## src/rtl/prm_oblgc_sched.sv

```systemverilog
// Sequencer for the PRM obstacle-check bank: streams voxel codes into the grouped
// edge checkers and ORs every returned edge_mask group into a readable bitmap.
module prm_oblgc_sched #(
    parameter int CODE_W    = 15,
    parameter int NUM_EDGES = 1024,
    parameter int BANK_W    = 64,
    parameter int CHK_LAT   = 1,
    localparam int NUM_GRP  = NUM_EDGES / BANK_W,
    localparam int GRP_W    = $clog2(NUM_GRP)
) (
    input  logic              clk,
    input  logic              rst,
    input  logic              start,
    input  logic              abort,
    input  logic              code_valid,
    output logic              code_ready,
    input  logic [CODE_W-1:0] code,
    input  logic              code_last,
    output logic [CODE_W-1:0] chk_code,
    output logic [GRP_W-1:0]  chk_grp,
    input  logic [BANK_W-1:0] chk_mask,
    output logic              busy,
    output logic              done,
    output logic [15:0]       voxel_cnt,
    input  logic [GRP_W-1:0]  rd_addr,
    output logic [BANK_W-1:0] rd_data
);

    typedef enum logic [2:0] {IDLE, CLEAR, WAIT, SCAN, DRAIN, DONE} state_t;

    localparam logic [GRP_W-1:0]   GRP_LAST = GRP_W'(NUM_GRP - 1);
    // Every pipeline stage except the one retiring this cycle.
    localparam logic [CHK_LAT-1:0] UP_MASK  = {CHK_LAT{1'b1}} >> 1;

    state_t              state_q;
    logic                ready_q;
    logic                busy_q;
    logic                done_q;
    logic                last_q;
    logic [CODE_W-1:0]   code_q;
    logic [GRP_W-1:0]    grp_q;
    logic [GRP_W-1:0]    clr_q;
    logic [15:0]         vcnt_q;
    logic [CHK_LAT-1:0]  vld_p_q;
    logic [GRP_W-1:0]    idx_p_q [CHK_LAT];
    logic [BANK_W-1:0]   bitmap_q [NUM_GRP];
    logic [BANK_W-1:0]   rd_data_q;

    logic                pipe_busy;
    logic                cap_we;
    logic                clr_we;
    logic [GRP_W-1:0]    cap_idx;

    function automatic logic [15:0] sat_inc16(input logic [15:0] v);
        return (v == 16'hFFFF) ? v : v + 16'd1;
    endfunction

    assign pipe_busy = |(vld_p_q & UP_MASK);
    assign cap_we    = vld_p_q[CHK_LAT-1] && !abort;
    assign cap_idx   = idx_p_q[CHK_LAT-1];
    assign clr_we    = (state_q == CLEAR) && !abort;

    always_ff @(posedge clk or posedge rst) begin
        if (rst) begin
            state_q <= IDLE;
            ready_q <= 1'b0;
            busy_q  <= 1'b0;
            done_q  <= 1'b0;
            last_q  <= 1'b0;
            code_q  <= '0;
            grp_q   <= '0;
            clr_q   <= '0;
            vcnt_q  <= '0;
            vld_p_q <= '0;
            for (int i = 0; i < CHK_LAT; i++) begin
                idx_p_q[i] <= '0;
            end
        end else if (abort) begin
            state_q <= IDLE;
            ready_q <= 1'b0;
            busy_q  <= 1'b0;
            done_q  <= 1'b0;
            vld_p_q <= '0;
        end else begin
            // Checker latency pipeline: group index issued in SCAN, retired CHK_LAT cycles later
            vld_p_q[0] <= (state_q == SCAN);
            idx_p_q[0] <= grp_q;
            for (int i = 1; i < CHK_LAT; i++) begin
                vld_p_q[i] <= vld_p_q[i-1];
                idx_p_q[i] <= idx_p_q[i-1];
            end

            unique case (state_q)
                IDLE, DONE: begin
                    if (start) begin
                        state_q <= CLEAR;
                        busy_q  <= 1'b1;
                        done_q  <= 1'b0;
                        vcnt_q  <= '0;
                        clr_q   <= '0;
                    end
                end
                CLEAR: begin
                    clr_q <= clr_q + GRP_W'(1);
                    if (clr_q == GRP_LAST) begin
                        state_q <= WAIT;
                        ready_q <= 1'b1;
                    end
                end
                WAIT: begin
                    if (code_valid) begin
                        code_q  <= code;
                        last_q  <= code_last;
                        vcnt_q  <= sat_inc16(vcnt_q);
                        grp_q   <= '0;
                        ready_q <= 1'b0;
                        state_q <= SCAN;
                    end
                end
                SCAN: begin
                    if (grp_q == GRP_LAST) begin
                        state_q <= DRAIN;
                    end else begin
                        grp_q <= grp_q + GRP_W'(1);
                    end
                end
                DRAIN: begin
                    if (!pipe_busy) begin
                        if (last_q) begin
                            state_q <= DONE;
                            busy_q  <= 1'b0;
                            done_q  <= 1'b1;
                        end else begin
                            state_q <= WAIT;
                            ready_q <= 1'b1;
                        end
                    end
                end
                default: state_q <= IDLE;
            endcase
        end
    end

    // Bitmap storage: sequential clear, OR capture at pipeline exit, registered read
    always_ff @(posedge clk or posedge rst) begin
        if (rst) begin
            for (int k = 0; k < NUM_GRP; k++) begin
                bitmap_q[k] <= '0;
            end
            rd_data_q <= '0;
        end else begin
            rd_data_q <= bitmap_q[rd_addr];
            if (clr_we) begin
                bitmap_q[clr_q] <= '0;
            end else if (cap_we) begin
                bitmap_q[cap_idx] <= bitmap_q[cap_idx] | chk_mask;
            end
        end
    end

    assign code_ready = ready_q;
    assign busy       = busy_q;
    assign done       = done_q;
    assign chk_code   = code_q;
    assign chk_grp    = grp_q;
    assign voxel_cnt  = vcnt_q;
    assign rd_data    = rd_data_q;

endmodule

```

## config.mk

```make
export PLATFORM = sky130hd
export DESIGN_NAME = prm_oblgc_sched
export DESIGN_NICKNAME = d
export VERILOG_FILES = /design/src/rtl/prm_oblgc_sched.sv
export SDC_FILE = /design/constraint.sdc
export NUM_CORES = 2
export LEC_CHECK = 0
export CORE_ASPECT_RATIO = 0.8
export CORE_MARGIN = 2
export CORE_UTILIZATION = 40
export CTS_BUF_LIST = sky130_fd_sc_hd__clkbuf_16
export DETAILED_ROUTE_END_ITERATION = 7
export GPL_ROUTABILITY_DRIVEN = 0
export PLACE_DENSITY = 0.59
export SLEW_MARGIN = 20
export SYNTH_ARGS = -nofsm -noshare
export SYNTH_HDL_FRONTEND = slang
export SYNTH_SLANG_ARGS = --single-unit
```

## constraint.sdc

```tcl
create_clock -name clk -period 102.6 [get_ports clk]
set_input_delay 20.52 -clock clk [delete_from_list [all_inputs] [get_ports clk]]
set_output_delay 20.52 -clock clk [all_outputs]
set_load 0.1 [all_outputs]
```

==> impl_metrics.py <==
metrics = {
    "drt": {
        "antenna_left": 0,
        "vias_per_cell": 6.66,
        "vias": 38938,
        "route.detailed.drc": 0,
        "wl_um": 185000,
        "wl_per_cell_um": 31.6,
        "drt_iter0_markers": 3939,
        "drtPass1Iterations": 5,
    },
    "cts": {
        "clock-sinks": 1139,
        "cts_repair_resize_count": 0,
        "clkTransAtPathRegs_ns": 0.06,
        "post_cts.repair.setup_buffers": 0,
        "cts_tree": "yes",
        "htreeDepth": 3,
        "cts_root_buffer": "clkbuf_16",
        "numCtsBuffers": 116,
        "ctsHoldBuffers": 0,
        "max-clock-path-buffers": 3,
        "insertion_delay_ns": 0.78,
    },
    "synth": {
        "synth_edf_count": 0,
        "avgSynthCellArea_sq_um": 14.5,
        "synth.ff_latch_count": 1139,
        "syn_area_sq_mm": 0.0561,
        "synth.net_count": 3965,
        "synth_cells": 3870,
        "yosys_warnings": 0,
        "synth_cell_type_count": 61,
        "ys.flop_type": "dfrtp_1",
        "async_flop_share_pct": 100,
        "seq_area_frac_synth_pct": 50.8,
    },
    "worst_setup_path": {
        "critPathMaxFanout": 59,
        "path_cells": "buf_8 > buf_4 > buf_4 > buf_4 > mux4_2 > mux4_2",
        "critPathSlowestCell": "buf_4",
        "crit_family": "buffers and inverters",
        "startpoint_type": "input pin",
        "end_kind": "flip-flop",
        "slowest_delay_ns": 0.83,
        "critPathKind": "in -> reg",
        "crit_top_cell": "buf_4",
        "worstPathArrival_ns": 24.68,
        "crit_buf_inv": 4,
        "worstPathRequired_ns": 103.20,
    },
    "sta": {
        "fin_tns_setup_ns": 0,
        "fmax_mhz": 41.5,
        "setup_violations": 0,
        "finalHoldViolations": 0,
        "drv_slew": 0,
        "period_share_pct": 23.5,
        "rsz0062_at_grt": "no",
        "final.setup_skew_ns": 0.0548,
        "worst_slew_pin_slew_ns": 1.21,
        "slew_headroom_pct": 19.4,
        "finalCriticalPeriod_ns": 24.08,
    },
    "floorplanning": {
        "pin_count": 191,
        "rows": 122,
        "start_util_pct": 40.4,
        "die_y_um": 339,
        "die_area_sq_mm": 0.143,
        "design.core.area_sq_mm": 0.139,
        "fp.dieW_um": 423,
    },
    "grt": {
        "grt_pass1_wl_um": 279000,
        "grt_pass1_vias": 40297,
        "grt_usage_pct": 25.9,
        "grt_max_degree": 173,
        "antenna_found_initial": 2,
        "grt.overflow.total": 0,
    },
    "pwr": {
        "finalPower_w": 0.00109,
        "p_per_area_mw_per_mm2": 17.3,
        "total_leakage_power_nw": 25.9,
        "vdd_drop_max_mv": 0.0221,
    },
    "cells_and_area": {
        "fin_cells": 5846,
        "fin_util_pct": 45.4,
        "final_layout_size_suffix_gt1_share_pct": 21.4,
        "layout.nets": 3977,
        "area_delta_synth_final_pct": 12.3,
        "n_fill_cell": 12190,
        "postLayoutCellArea_sq_mm": 0.0630,
    },
    "flow_run": {
        "cap_violations": 0,
    },
    "place": {
        "placement.cell_area_sq_mm": 0.0593,
        "portBuffers": 190,
        "hpwl_um": 98000,
        "dp.cells": 5624,
    },
    "hold_path": {
        "hold_class": "reg -> reg",
    },
    "outcome": {
        "status": "complete, no violations",
    },
}
## metrics by stage
step / hold slack, ns / setup WS (ns)
floorplan: 0.466 / 50.00
global placement: 0.465 / 77.66
detailed placement: 0.473 / 77.66
CTS: 0.490 / 78.44
global route: 0.513 / 78.18
finish: 0.485 / 78.52
## worst reg2reg max path: cells and delay by family (launching register included)
kind	cells	cell delay, ns
flops	1	0.81
simple gates	3	1.34
buf+inv	2	1.63
mux	1	0.33
compound gates	1	0.32
## area by class of cell
type                       instances  area, sq um  area share, %
antenna                            3         7.51         0.0119
clock buffer                     116         2900           4.61
clock inverter                   103          818           1.30
inverter                           7         33.8         0.0536
multi-input combinational       2344        25800           40.9
sequential                      1139        28500           45.2
tap                             1860         2330           3.69
timing repair buffer             274         2620           4.15
## synthesized netlist by cell type (all sizes together), types with 3 or more instances
cell	instances	area (sq um)
dfrtp	1139	28500
a22o	512	4480
mux4	512	11500
o2bb2ai	449	3930
buf	253	1500
mux2i	194	1940
nor2	156	588
nand2	150	563
clkbuf	127	484
o21ai	81	484
nor3	71	410
nor4	64	400
mux2	22	248
a21oi	17	108
and2	11	68.8
nand3	11	55.1
o31ai	10	75.1
nor2b	9	56.3
nand4	8	50.1
inv	7	26.3
a21boi	6	45.0
ha	6	75.1
and4	5	43.8
nand2b	5	31.3
nor3b	4	30.0
xor2	4	35.0
a31oi	3	48.8
nand3b	3	22.5
or3	3	18.8
## logic make-up (layout without fill, tap and decap cells)
| logic type | count (synthesis) | in the layout | share of synthesized area (%) |
|---|---|---|---|
| XOR/XNOR | 6 | 6 | 0.0937 |
| multiplexers | 728 | 728 | 24.5 |
| AND/OR/NAND/NOR | 512 | 512 | 4.34 |
| adder cells (fa/ha/maj) | 6 | 6 | 0.134 |
| other | 0 | 3 | 0 |
| flip-flops | 1139 | 1139 | 50.8 |
| AO/OA/AOI/OAI | 1092 | 1092 | 16.6 |
| buffers and inverters | 387 | 500 | 3.58 |
## layer usage
layer	GRT usage [%]	wire, um	up-vias
met5	0	26	-
met4	7.72	5730	4
met3	7.03	17200	387
met2	38.7	83400	1963
met1	36.9	78300	20856
li1	-	-	15728
## final timing paths
kind                                  from       endpoint  slack (ns)  depth (start not counted)
worst min-delay path                  busy           busy        0.49                          1
min in group asynchronous              rst  bitmap_q[977]       20.31                          2
worst min register to register        busy           busy        0.49                          1
worst max-delay path            rd_addr[0]    rd_data[50]       78.52                          6
worst max register to register  cap_idx[1]   bitmap_q[25]       98.12                          7
max in group asynchronous              rst     cap_idx[3]       79.03                          5
## sequential cells by signal (all words and copies together), names as in the netlist
signal,cells
bitmap_q,1024
busy,1
cap_idx,4
chk_code,15
chk_grp,4
clr_q,4
code_ready,1
done,1
last_q,1
rd_data,64
state_q,3
vld_p_q,1
voxel_cnt,16
## power breakdown
group / internal (W) / switching, W / total [W]
combinational: 0.0000671 / 0.000110 / 0.000177
sequential: 0.000469 / 0.0000209 / 0.000490
clock: 0.000231 / 0.000192 / 0.000423
## cell usage in the layout (no fill, tap or decap), drive strengths merged, types with 64 or more instances in the layout
cell type      instances
nor3                  71
nand2                150
clkdlybuf4s50        186
nor2                 156
mux4                 512
clkbuf               116
o21ai                 81
buf                   88
dfrtp               1139
a22o                 512
mux2i                194
o2bb2ai              449
nor4                  64
Note: power is estimated with default switching activity, not from simulation.
